## src/rtl/uart_tx_arbiter.sv

```systemverilog
// rtl/uart_tx_arbiter.sv - round-robin scheduler sharing one UART_TX among NUM_REQ byte sources
module uart_tx_arbiter #(
  parameter int NUM_REQ        = 4,
  parameter int DATA_WIDTH     = 8,
  parameter int LAUNCH_TIMEOUT = 16,
  localparam int GID_W         = (NUM_REQ > 1) ? $clog2(NUM_REQ) : 1
) (
  input  logic                          clk,
  input  logic                          reset,
  input  logic [NUM_REQ-1:0]            req,
  input  logic [NUM_REQ*DATA_WIDTH-1:0] req_data,
  output logic [NUM_REQ-1:0]            ack,
  output logic [NUM_REQ-1:0]            sent,
  output logic [DATA_WIDTH-1:0]         tx_data,
  output logic                          tx_en,
  input  logic                          tx_busy,
  input  logic                          tx_done,
  output logic [GID_W-1:0]              active_id,
  output logic                          arb_busy,
  output logic                          launch_err
);

  localparam int CNT_W = $clog2(LAUNCH_TIMEOUT + 1);

  typedef enum logic [1:0] {IDLE, LAUNCH, WAIT_DONE} state_t;

  state_t                  state_q, state_d;
  logic [GID_W-1:0]        ptr_q, ptr_d;
  logic [GID_W-1:0]        active_id_q, active_id_d;
  logic [CNT_W-1:0]        cnt_q, cnt_d;
  logic [DATA_WIDTH-1:0]   tx_data_q, tx_data_d;
  logic                    tx_en_q, tx_en_d;
  logic                    arb_busy_q, arb_busy_d;
  logic                    launch_err_q, launch_err_d;
  logic [NUM_REQ-1:0]      ack_q, ack_d;
  logic [NUM_REQ-1:0]      sent_q, sent_d;

  logic                    found_hi;
  logic [GID_W-1:0]        win_hi, win_lo, win;
  logic [DATA_WIDTH-1:0]   win_data;
  logic [NUM_REQ-1:0]      win_onehot, cur_onehot;
  logic [GID_W-1:0]        next_ptr;

  // Lowest requester at or above ptr wins; otherwise wrap to the lowest overall.
  always_comb begin
    found_hi = 1'b0;
    win_hi   = '0;
    win_lo   = '0;
    for (int j = NUM_REQ - 1; j >= 0; j--) begin
      if (req[j]) begin
        win_lo = GID_W'(j);
        if (GID_W'(j) >= ptr_q) begin
          win_hi   = GID_W'(j);
          found_hi = 1'b1;
        end
      end
    end
    win = found_hi ? win_hi : win_lo;
  end

  always_comb begin
    win_data   = '0;
    win_onehot = '0;
    cur_onehot = '0;
    for (int j = 0; j < NUM_REQ; j++) begin
      if (GID_W'(j) == win) begin
        win_data      = req_data[j*DATA_WIDTH +: DATA_WIDTH];
        win_onehot[j] = 1'b1;
      end
      if (GID_W'(j) == active_id_q) begin
        cur_onehot[j] = 1'b1;
      end
    end
  end

  assign next_ptr = (active_id_q == GID_W'(NUM_REQ - 1)) ? '0 : active_id_q + GID_W'(1);

  always_comb begin
    state_d      = state_q;
    ptr_d        = ptr_q;
    cnt_d        = cnt_q;
    tx_data_d    = tx_data_q;
    tx_en_d      = tx_en_q;
    active_id_d  = active_id_q;
    arb_busy_d   = arb_busy_q;
    ack_d        = '0;
    sent_d       = '0;
    launch_err_d = 1'b0;
    case (state_q)
      IDLE: begin
        if (|req && !tx_busy) begin
          tx_data_d   = win_data;
          ack_d       = win_onehot;
          active_id_d = win;
          arb_busy_d  = 1'b1;
          tx_en_d     = 1'b1;
          cnt_d       = '0;
          state_d     = LAUNCH;
        end
      end
      LAUNCH: begin
        // A done seen before busy still counts as a completed byte.
        if (tx_done) begin
          tx_en_d    = 1'b0;
          cnt_d      = '0;
          sent_d     = cur_onehot;
          ptr_d      = next_ptr;
          arb_busy_d = 1'b0;
          state_d    = IDLE;
        end else if (tx_busy) begin
          tx_en_d = 1'b0;
          cnt_d   = '0;
          state_d = WAIT_DONE;
        end else if (cnt_q == CNT_W'(LAUNCH_TIMEOUT - 1)) begin
          tx_en_d      = 1'b0;
          cnt_d        = '0;
          launch_err_d = 1'b1;
          arb_busy_d   = 1'b0;
          ptr_d        = next_ptr;
          state_d      = IDLE;
        end else begin
          cnt_d = cnt_q + CNT_W'(1);
        end
      end
      WAIT_DONE: begin
        if (tx_done) begin
          sent_d     = cur_onehot;
          ptr_d      = next_ptr;
          arb_busy_d = 1'b0;
          state_d    = IDLE;
        end
      end
      default: begin
        state_d = IDLE;
      end
    endcase
  end

  always_ff @(posedge clk or negedge reset) begin
    if (!reset) begin
      state_q      <= IDLE;
      ptr_q        <= '0;
      cnt_q        <= '0;
      tx_data_q    <= '0;
      tx_en_q      <= 1'b0;
      active_id_q  <= '0;
      arb_busy_q   <= 1'b0;
      launch_err_q <= 1'b0;
      ack_q        <= '0;
      sent_q       <= '0;
    end else begin
      state_q      <= state_d;
      ptr_q        <= ptr_d;
      cnt_q        <= cnt_d;
      tx_data_q    <= tx_data_d;
      tx_en_q      <= tx_en_d;
      active_id_q  <= active_id_d;
      arb_busy_q   <= arb_busy_d;
      launch_err_q <= launch_err_d;
      ack_q        <= ack_d;
      sent_q       <= sent_d;
    end
  end

  assign ack        = ack_q;
  assign sent       = sent_q;
  assign tx_data    = tx_data_q;
  assign tx_en      = tx_en_q;
  assign active_id  = active_id_q;
  assign arb_busy   = arb_busy_q;
  assign launch_err = launch_err_q;

endmodule
```

## config.mk

```make
export PLATFORM = sky130hd
export DESIGN_NAME = uart_tx_arbiter
export DESIGN_NICKNAME = d
export VERILOG_FILES = /design/src/rtl/uart_tx_arbiter.sv
export SDC_FILE = /design/constraint.sdc
export NUM_CORES = 1
export LEC_CHECK = 0
export CAP_MARGIN = 20
export CORE_MARGIN = 2
export CORE_UTILIZATION = 40
export CTS_BUF_LIST = sky130_fd_sc_hd__clkbuf_8
export CTS_CLUSTER_DIAMETER = 150
export DETAILED_ROUTE_END_ITERATION = 10
export GPL_TIMING_DRIVEN = 0
export PLACE_DENSITY = 0.74
export SLEW_MARGIN = 30
export SYNTH_ARGS = -nofsm -noshare
export SYNTH_HDL_FRONTEND = slang
export SYNTH_SLANG_ARGS = --single-unit
```

## constraint.sdc

```tcl
create_clock -name clk -period 1.8 [get_ports clk]
set_clock_uncertainty 0.15 [all_clocks]
set_input_delay 0.18 -clock clk [delete_from_list [all_inputs] [get_ports clk]]
set_output_delay 0.18 -clock clk [all_outputs]
set_load 0.02 [all_outputs]
```

==> results of run 1 <==
==> layout by cell type (no fill, tap or decap), types with 3 or more instances in the layout <==
cell type | synthesis | layout
inv_1 | 7 | 7
o221ai_1 | 8 | 6
nand2_1 | 21 | 21
clkdlybuf4s50_1 | 0 | 55
mux2i_1 | 17 | 11
clkbuf_8 | 0 | 6
buf_6 | 0 | 3
dlymetal6s2s_1 | 0 | 3
ha_1 | 9 | 7
and3_1 | 5 | 5
o31ai_1 | 4 | 3
buf_4 | 1 | 11
o21ai_0 | 11 | 8
mux2i_2 | 0 | 5
dfrtp_1 | 30 | 28
o21ai_1 | 1 | 3
nand3_1 | 4 | 3
nor2b_1 | 5 | 5
==> kinds of logic after synthesis <==
| group | count (synthesis) | share of synthesized area [%] |
|---|---|---|
| mux | 18 | 11.4 |
| flops | 30 | 47.3 |
| compound gates | 31 | 14.2 |
| buf+inv | 12 | 3.39 |
| fa+ha+maj | 9 | 7.10 |
| simple gates | 49 | 16.6 |
==> routing by layer <==
layer | GRT usage (%) | up-vias
met2 | 32.4 | 56
met1 | 23.4 | 665
met5 | 0 | -
li1 | - | 693
met4 | 6.89 | 0
met3 | 5.74 | 5
==> Yosys cell counts <==
cell,instances,share of area [%]
mux2i_1,17,11
and3b_1,1,0.55
o21ai_1,1,0.32
or2_1,1,0.39
a21boi_4,1,1.2
nor2b_1,5,2.0
nand3_1,4,1.3
nand3b_1,1,0.47
mux2_2,1,0.71
nand4b_1,1,0.55
nor3b_2,1,0.79
a21oi_1,1,0.32
buf_2,4,1.3
inv_1,7,1.7
o21ba_2,1,0.63
a21boi_0,1,0.47
a21o_1,2,0.95
dfrtp_1,30,47
ha_1,9,7.1
o21ai_0,11,3.5
o221ai_1,8,4.4
and3_1,5,2.0
nor2_1,3,0.71
nand2b_1,4,1.6
a32oi_1,1,0.55
nand3_2,1,0.63
buf_4,1,0.47
o31ai_1,4,1.9
or4_4,1,0.71
nand2_1,21,5.0
==> how the worst min path moves through the flow <==
stage                     startpoint         end  slack, ps  depth (start not counted)
after CTS                      reset      ack[2]        350                          2
after detailed placement       reset    cnt_q[3]        100                          1
after global routing      tx_data[3]  tx_data[3]        380                          2
after floorplan                reset      ack[0]       -270                          0
after global placement    tx_data[4]  tx_data[4]        320                          2
final                          reset      ack[1]        320                          2
==> through the flow <==
step                utilization [%]  cells
detailed placement             59.9    257
CTS                            64.5    272
floorplan                         -    149
finish                         69.5    278
global placement               60.0    257
global route                   69.5    278
==> area by class of cell <==
| cell class | count | area share, % |
|---|---|---|
| buffer | 5 | 2.26 |
| clock buffer | 6 | 3.17 |
| clock inverter | 2 | 0.337 |
| inverter | 7 | 1.01 |
| multi-input combinational | 107 | 34.7 |
| sequential | 30 | 28.9 |
| tap | 48 | 2.31 |
| timing repair buffer | 73 | 27.3 |
==> what timing repair did <==
action,in CTS,in global routing
hold buffers,1,0
gates cloned,0,1
pin swaps,0,6
resized for setup,8,37
setup buffers,6,5
setup endpoints to repair,12,16
endpoints found under the hold margin,30,0
==> flip-flops by register name (all words and copies together) (netlist names) <==
register	count
tx_data	8
cnt_q	5
ack	4
sent	4
active_id	2
ptr_q	2
state_q	2
arb_busy	1
launch_err	1
tx_en	1
==> worst max-delay path: stages (launching register included) <==
cell and delay (ps):
dfrtp_2 440, inv_1 100, ha_1 230, nand3_4 100
a21boi_4 170, buf_6 120, o21ai_0 190, o21ai_0 110
==> power groups by stage <==
stage	Sequential, W	Combinational [W]	Clock [W]
CTS	0.00106	0.00170	0.000549
detailed placement	0.00107	0.00159	0
global route	0.00110	0.00216	0.000585
global placement	0.00106	0.00155	0
floorplan	0.00124	0.000786	0
finish	0.00108	0.00197	0.000539
==> impl_metrics.csv, run 1 <==
group,metric,value,unit
clock_tree,numCtsBuffers,5,
power_and_ir_drop,pwr-share-seq,30.0,%
status,status,"finished clean",
clock_tree,cts_sinks,30,
clock_tree,htreeDepth,2,
power_and_ir_drop,power_density,1380,nW/um^2
power_and_ir_drop,internal_power,0.00222,W
final_layout,multi_input_area,903,sq um
logic_synthesis,synth.distinct_cells,30,
floorplan,die_w,67.0,um
final_layout,n_fill_cell,296,
placed_design,place.gp.congestion,0.803,
timing,timing.final.ws_setup,64.2,ps
power_and_ir_drop,clkPwrFrac,15.0,%
power_and_ir_drop,peakVddDrop,742,uV
critical_path,cp-endpoint,"cnt_q[2]",
detailed_routing,wl_met1,1650,um
detailed_routing,dr.pass1.iters,4,
timing,hold_viol,0,
critical_path,crit_arrival,1730,ps
detailed_routing,dr_wl_met2,2090,um
timing,whs,324,ps
critical_path,r2r_end,"cnt_q[2]",
critical_path,crit_required,1800,ps
critical_path,r2r_start,"state_q[0]",
clock_tree,clkLatencyLatePin,270,ps
critical_path,rrSetupSlack,60,ps
detailed_routing,wl_per_cell,14.7,um
logic_synthesis,yosysWarnings,0,
critical_path,crit_path_end_kind,"flop",
clock_tree,cts.clk_slew.worst_paths,60,ps
final_layout,final-seq-area,753,sq um
grt,grt_pass1_wl,6500,um
placed_design,io_buffers,60,
final_layout,final_area,2600,sq um
logic_synthesis,seq_area_frac_synth,47.3,%
detailed_routing,drt-total-wl,4080,um
floorplan,dieHeight,67.0,um
detailed_routing,ant_nets,0,
logic_synthesis,syn_area_per_cell,10.6,sq um
detailed_routing,first_iter_violations,80,
floorplan,fp.dieArea,4490,sq um
power_and_ir_drop,power_switching_share,38.1,%
critical_path,reg2reg_depth,7,
power_and_ir_drop,power.switching,0.00137,W
timing,fmax,576,MHz
critical_path,critPathKind,"flop to flop",
floorplan,core,3740,sq um
placed_design,place_area,2240,sq um
timing,post-route-min-period,1740,ps
logic_synthesis,synth_cells,149,
clock_tree,cts_tree,"done",
clock_tree,cts.path.max_buffers,2,
power_and_ir_drop,power_frac_comb,55.0,%
timing,fin_setup_tns,0,ps
floorplan,num_rows,22,
flow_run,maxCapViolCount,0,
detailed_routing,highest_layer,"met4",
grt,overflow,0,
hold_path,hold_path_class,"input port to async pin",
critical_path,start_kind,"flop",
power_and_ir_drop,power,0.00359,W
timing,period_share,96.4,%
final_layout,nets,278,
power_and_ir_drop,leakagePower,1.22,nW
grt,grt_max_degree,31,
placed_design,dp_hpwl,2750,um
logic_synthesis,synth_nets,198,
detailed_routing,remaining_drc_errors,0,
placed_design,dp_slack,-379,ps
timing,worst_pin_slew,664,ps
critical_path,path_max_fanout,6,
final_layout,syn2layout_area_growth,64.0,%
final_layout,n_antenna_cell,0,
floorplan,start_util,42.4,%
detailed_routing,viasPerCell,5.10,
clock_tree,cts_root_buffer,"clkbuf_8",
detailed_routing,num_vias,1419,
grt,grt_pass1_vias,1459,
grt,grt_antenna_before_repair,0,
floorplan,ioPinCount,61,
detailed_routing,routed-wl-met3,296,um
grt,grt_use_total,19.3,%
logic_synthesis,syn_area,1590,sq um
timing,max-slew-margin-rel,55.8,%
logic_synthesis,ys_seq_elements,30,
timing,setup_viol_count_final,0,
timing,slew_violations,0,
critical_path,startpoint,"state_q[0]",
final_layout,drive_gt1_share,21.7,%
Note: power is estimated with default switching activity, not from simulation.
==> run 2, diff against run 1 <==
--- a/config.mk
+++ b/config.mk
@@ -5,14 +5,14 @@
 export SDC_FILE = /design/constraint.sdc
 export NUM_CORES = 1
 export LEC_CHECK = 0
-export CAP_MARGIN = 20
 export CORE_MARGIN = 2
 export CORE_UTILIZATION = 40
 export CTS_BUF_LIST = sky130_fd_sc_hd__clkbuf_8
 export CTS_CLUSTER_DIAMETER = 150
+export CTS_CLUSTER_SIZE = 8
 export DETAILED_ROUTE_END_ITERATION = 10
+export DONT_BUFFER_PORTS = 1
 export GPL_TIMING_DRIVEN = 0
-export PLACE_DENSITY = 0.74
 export SLEW_MARGIN = 30
 export SYNTH_ARGS = -nofsm -noshare
 export SYNTH_HDL_FRONTEND = slang
==> run 2 against run 1 <==
The flow now finishes with violations (hold timing). Critical path depth shrank 1. Cell count fell by 15%. Via count shrank 10%. Fmax decreased by 0.78%. Combinational power shrank 42%. Hold slack worse by 320 ps. Largest cell class unchanged. Wire length decreased by 6.3%. Sequential power grew 20%. Non-clock buffer count decreased by 41. Critical endpoint is now tx_data[2].
==> impl_metrics.csv, run 2 (synthesis gave the netlist of run 1 again) <==
group,metric,value,unit
status,status,"finished, violations left",
status,violations,"hold timing",
detailed_routing,dr.pass1.iters,4,
timing,rsz0062_at_grt,"true",
grt,grt_max_degree,31,
critical_path,crit_path_cell_trace,"nand2b_4 > a32oi_1 > o21ai_1 > or2_1 > buf_6 > o221ai_1",
power_and_ir_drop,leakagePower,1.02,nW
clock_tree,clkLatencyLatePin,280,ps
final_layout,final_cell_mix,"dfrtp_1, dlygate4sd3_1, nand2_1",
final_layout,n_antenna_cell,0,
floorplan,num_rows,22,
placed_design,place_area,1650,sq um
timing,worst_pin_slew,356,ps
timing,post-route-min-period,1750,ps
timing,fmax,572,MHz
timing,max-slew-margin-rel,76.3,%
final_layout,final_common_cell,"dfrtp_1",
grt,grt_pass1_wl,6020,um
final_layout,stdcell_count,236,
placed_design,io_buffers,0,
final_layout,drive_gt1_share,19.1,%
floorplan,start_util,42.4,%
power_and_ir_drop,power_frac_comb,39.0,%
final_layout,multi_input_area,843,sq um
critical_path,cp_slowest_stage_delay,450,ps
grt,grt_use_total,18.3,%
critical_path,critPathKind,"flop to flop",
timing,slew_violations,0,
final_layout,finish.utilization,56.7,%
power_and_ir_drop,power,0.00295,W
placed_design,dp_hpwl,2460,um
final_layout,n_fill_cell,335,
floorplan,core,3740,sq um
grt,overflow,0,
critical_path,crit_path_end_kind,"flop",
clock_tree,cts.path.max_buffers,2,
power_and_ir_drop,clkPwrFrac,17.1,%
clock_tree,cts.clk_slew.worst_paths,60,ps
critical_path,crit_required,1830,ps
clock_tree,htreeDepth,2,
critical_path,path_max_fanout,10,
placed_design,post-place-cells,197,
clock_tree,numCtsBuffers,5,
timing,period_share,97.2,%
critical_path,startpoint,"ptr_q[1]",
power_and_ir_drop,peakVddDrop,853,uV
power_and_ir_drop,power_switching_share,41.5,%
final_layout,final_area,2120,sq um
flow_run,maxCapViolCount,0,
power_and_ir_drop,pwr-share-seq,43.9,%
detailed_routing,remaining_drc_errors,0,
hold_path,hold_path_class,"input port to flop",
floorplan,dieHeight,67.0,um
grt,grt_antenna_before_repair,0,
critical_path,crit_path_top_delay_cell,"dfrtp_2",
clock_tree,cts_tree,"done",
detailed_routing,first_iter_violations,63,
placed_design,place.gp.congestion,0.751,
final_layout,final-seq-area,753,sq um
detailed_routing,viasPerCell,5.39,
detailed_routing,ant_nets,0,
critical_path,crit_arrival,1780,ps
final_layout,syn2layout_area_growth,33.7,%
timing,hold_viol,1,
power_and_ir_drop,internal_power,0.00172,W
final_layout,nets,237,
floorplan,die_w,67.0,um
critical_path,r2r_end,"tx_data[2]",
detailed_routing,drt-total-wl,3820,um
critical_path,cp-endpoint,"tx_data[2]",
power_and_ir_drop,power_density,1390,nW/um^2
timing,fin_setup_tns,0,ps
critical_path,start_kind,"flop",
clock_tree,cts_root_buffer,"clkbuf_8",
detailed_routing,wl_per_cell,16.2,um
critical_path,rrSetupSlack,50,ps
grt,grt_pass1_vias,1276,
clock_tree,cts_sinks,30,
timing,whs,-0.0667,ps
floorplan,ioPinCount,61,
critical_path,reg2reg_depth,6,
power_and_ir_drop,power.switching,0.00123,W
floorplan,fp.dieArea,4490,sq um
detailed_routing,num_vias,1272,
final_layout,largest_reg_flops,8,
timing,setup_viol_count_final,0,
critical_path,r2r_start,"ptr_q[1]",
[run 2: cell count changes in the layout (fill, tap and decap cells not counted), moves of 2 or more]
cell | previous run | this run
clkdlybuf4s50_1 | 55 | 0
dlygate4sd3_1 | 1 | 25
buf_4 | 11 | 6
mux2i_1 | 11 | 15
dlymetal6s2s_1 | 3 | 0
mux2i_2 | 5 | 2
ha_2 | 0 | 2
nand3_2 | 0 | 2
nand3_4 | 2 | 0
o221ai_1 | 6 | 8
o221ai_2 | 2 | 0
[run 2: metal layers]
layer	wire, um	share of wire (%)	track usage, %
met5	0	0	0
met4	46	1.2	6.89
met3	295	7.7	6.42
met2	1920	50	30.5
met1	1560	41	21.5
[run 2: how the worst min path moves through the flow]
stage | startpoint | endpoint | slack, ps | cells past startpoint
after global routing | req_data[22] | tx_data[6] | 6 | 2
after global placement | reset | cnt_q[0] | -260 | 0
after floorplan | reset | ack[0] | -270 | 0
after CTS | req_data[14] | tx_data[6] | 0.07 | 2
final | req_data[22] | tx_data[6] | -0.07 | 2
after detailed placement | reset | launch_err | -260 | 0
[run 2: critical path: cells and delay by family (launching register included)]
kind	cells	cell delay, ps
AOI/OAI and AO/OA	3	500
DFF	1	450
and+or+nand+nor	2	420
buffers and inverters	1	150
[run 2: what timing repair did]
action | CTS | global route
buffers inserted | 1 | 5
endpoints found under the setup margin | 10 | 13
cloned | 0 | 0
hold buffers | 25 | 1
gates resized for setup | 8 | 14
endpoints found under the hold margin | 45 | 1
pin swaps | 1 | 6
[run 2: power by group through the flow]
stage / clock, W / combinational (W) / sequential, W
6_report: 0.000504 / 0.00115 / 0.00130
4_1_cts: 0.000526 / 0.00107 / 0.00129
2_1_floorplan: 0 / 0.000786 / 0.00124
5_1_grt: 0.000558 / 0.00130 / 0.00133
3_3_place_gp: 0 / 0.000915 / 0.00129
3_5_place_dp: 0 / 0.000956 / 0.00130
[run 2: stage by stage]
step                      hold slack [ps]  setup slack [ps]
final                             -0.0667              50.6
after global routing                 5.50             -24.2
after CTS                          0.0684             0.913
after detailed placement             -265             -58.7
after global placement               -265             -31.1
after floorplan                      -266               160
[run 2: final cells by class]
class | count | area share [%]
clock inverter | 2 | 0.472
timing repair buffer | 32 | 14.9
multi-input combinational | 107 | 39.8
inverter | 7 | 1.24
clock buffer | 5 | 3.24
buffer | 5 | 2.06
tap | 48 | 2.83
sequential | 30 | 35.5
==> run 3, diff against run 2 <==
--- a/config.mk
+++ b/config.mk
@@ -5,6 +5,7 @@
 export SDC_FILE = /design/constraint.sdc
 export NUM_CORES = 1
 export LEC_CHECK = 0
+export CORE_ASPECT_RATIO = 0.75
 export CORE_MARGIN = 2
 export CORE_UTILIZATION = 40
 export CTS_BUF_LIST = sky130_fd_sc_hd__clkbuf_8
@@ -13,7 +14,7 @@
 export DETAILED_ROUTE_END_ITERATION = 10
 export DONT_BUFFER_PORTS = 1
 export GPL_TIMING_DRIVEN = 0
-export SLEW_MARGIN = 30
+export SLEW_MARGIN = 20
 export SYNTH_ARGS = -nofsm -noshare
 export SYNTH_HDL_FRONTEND = slang
 export SYNTH_SLANG_ARGS = --single-unit
==> run 3 against run 2 <==
The flow now finishes without violations. Global-route usage increased by 0.82 points. Core utilization rose by 3.6 points. Wire length is 6.7% higher. Flip-flop and latch count is the same. Total power increased by 5.2%. Cell area grew 6.1%. Critical path type unchanged. Critical endpoint is now ptr_q[1]. Largest power group unchanged. Highest routed layer unchanged.
==> impl_metrics.csv, run 3 (synthesis gave the netlist of run 1 again) <==
group,metric,value,unit
status,status,"finished clean",
placed_design,place.gp.congestion,0.855,
timing,slew_violations,0,
final_layout,final_cell_mix,"dlygate4sd3_1, dfrtp_1, nand2_1",
detailed_routing,wl_per_cell,16.2,um
floorplan,ioPinCount,61,
critical_path,path_max_fanout,4,
critical_path,r2r_start,"cnt_q[0]",
grt,grt_pass1_wl,6520,um
floorplan,die_w,76.7,um
placed_design,place_area,1650,sq um
final_layout,syn2layout_area_growth,41.8,%
hold_path,hold_path_class,"input port to flop",
timing,max-slew-margin-rel,75.5,%
timing,rsz0062_at_grt,"true",
critical_path,critPathKind,"flop to flop",
clock_tree,numCtsBuffers,5,
timing,post-route-min-period,1790,ps
critical_path,crit_arrival,1810,ps
grt,overflow,0,
placed_design,io_buffers,0,
final_layout,n_antenna_cell,0,
critical_path,r2r_end,"ptr_q[1]",
grt,grt_pass1_vias,1374,
final_layout,final_common_cell,"dlygate4sd3_1",
grt,grt_antenna_before_repair,0,
final_layout,largest_reg_flops,8,
placed_design,dp_slack,-76.6,ps
clock_tree,cts_root_buffer,"clkbuf_8",
power_and_ir_drop,leakagePower,1.07,nW
final_layout,final_area,2250,sq um
clock_tree,clkLatencyLatePin,290,ps
timing,worst_pin_slew,367,ps
critical_path,start_kind,"flop",
final_layout,finish.utilization,60.3,%
grt,grt_use_total,19.1,%
clock_tree,cts.path.max_buffers,2,
placed_design,dp_hpwl,2530,um
floorplan,core,3730,sq um
power_and_ir_drop,power,0.00310,W
hold_path,min_to,"tx_data[3]",
detailed_routing,drt-total-wl,4080,um
timing,fmax,559,MHz
hold_path,worstHoldPathCells,2,
timing,setup_viol_count_final,0,
detailed_routing,ant_nets,0,
final_layout,drive_gt1_share,21.0,%
critical_path,reg2reg_depth,5,
floorplan,num_rows,19,
flow_run,maxCapViolCount,0,
clock_tree,cts.clk_slew.worst_paths,70,ps
timing,period_share,99.5,%
final_layout,nets,248,
power_and_ir_drop,power_density,1380,nW/um^2
clock_tree,cts_tree,"done",
critical_path,rrSetupSlack,10,ps
detailed_routing,num_vias,1320,
timing,hold_viol,0,
timing,timing.final.ws_setup,9.82,ps
hold_path,hold_path.startpoint,"req_data[19]",
grt,grt_max_degree,31,
floorplan,start_util,42.5,%
detailed_routing,first_iter_violations,89,
detailed_routing,viasPerCell,5.24,
detailed_routing,dr.pass1.iters,4,
floorplan,dieHeight,58.5,um
floorplan,fp.dieArea,4490,sq um
power_and_ir_drop,peakVddDrop,754,uV
timing,fin_setup_tns,0,ps
critical_path,crit_path_end_kind,"flop",
clock_tree,cts_sinks,30,
critical_path,crit_required,1820,ps
clock_tree,htreeDepth,2,
detailed_routing,remaining_drc_errors,0,
==> run 3: stage by stage <==
stage,cells,hold slack [ps]
global route,252,16.7
global placement,201,-265
CTS,243,0.929
finish,252,1.09
detailed placement,201,-265
floorplan,149,-266
==> run 3: area by class of cell <==
cell class / count / area (sq um)
Fill cell: 315 / 1480
Multi-Input combinational cell: 107 / 851
Sequential cell: 30 / 753
Timing Repair Buffer: 43 / 415
Clock buffer: 6 / 82.6
Tap cell: 52 / 65.1
Buffer: 5 / 43.8
Inverter: 7 / 26.3
Clock inverter: 2 / 12.5
==> run 3: timing repair <==
| item | 4_1_cts | 5_1_grt |
|---|---|---|
| hold endpoints to repair | 46 | 0 |
| gates cloned | 0 | 1 |
| gates resized for setup | 6 | 18 |
| hold buffers | 34 | 0 |
| setup buffers | 0 | 8 |
| pin swaps | 0 | 5 |
| endpoints found under the setup margin | 14 | 18 |
==> run 3: worst max-delay path: stages (launching register included) <==
cell and delay (ps):
dfrtp_1 380, ha_2 220, nand4b_1 190, o31ai_2 310, nand2_1 130, mux2_2 290
==> run 3: worst max path at each step <==
stage / from / end / slack [ps]
6_report: cnt_q[0] / ptr_q[1] / 10
5_1_grt: cnt_q[0] / ptr_q[1] / -90
4_1_cts: ptr_q[1] / tx_data[6] / 6
3_5_place_dp: state_q[1] / cnt_q[3] / -80
3_3_place_gp: state_q[1] / cnt_q[3] / -10
2_1_floorplan: state_q[1] / cnt_q[3] / 160
==> run 3: metal layers <==
layer  wire length, um  up-vias  GRT usage (%)
met5                 0        -              0
li1                  -      630              -
met1              1700      641           23.0
met2              2110       39           32.2
met3               190       10           5.98
met4                82        0           8.31
==> run 3: power breakdown <==
group          switching [W]  internal (W)  total, W  leakage (nW)
Clock               0.000264      0.000307  0.000571        0.0472
Combinational       0.000622      0.000612   0.00123         0.636
Sequential          0.000400      0.000899   0.00130         0.389
Total                0.00129       0.00182   0.00310          1.07
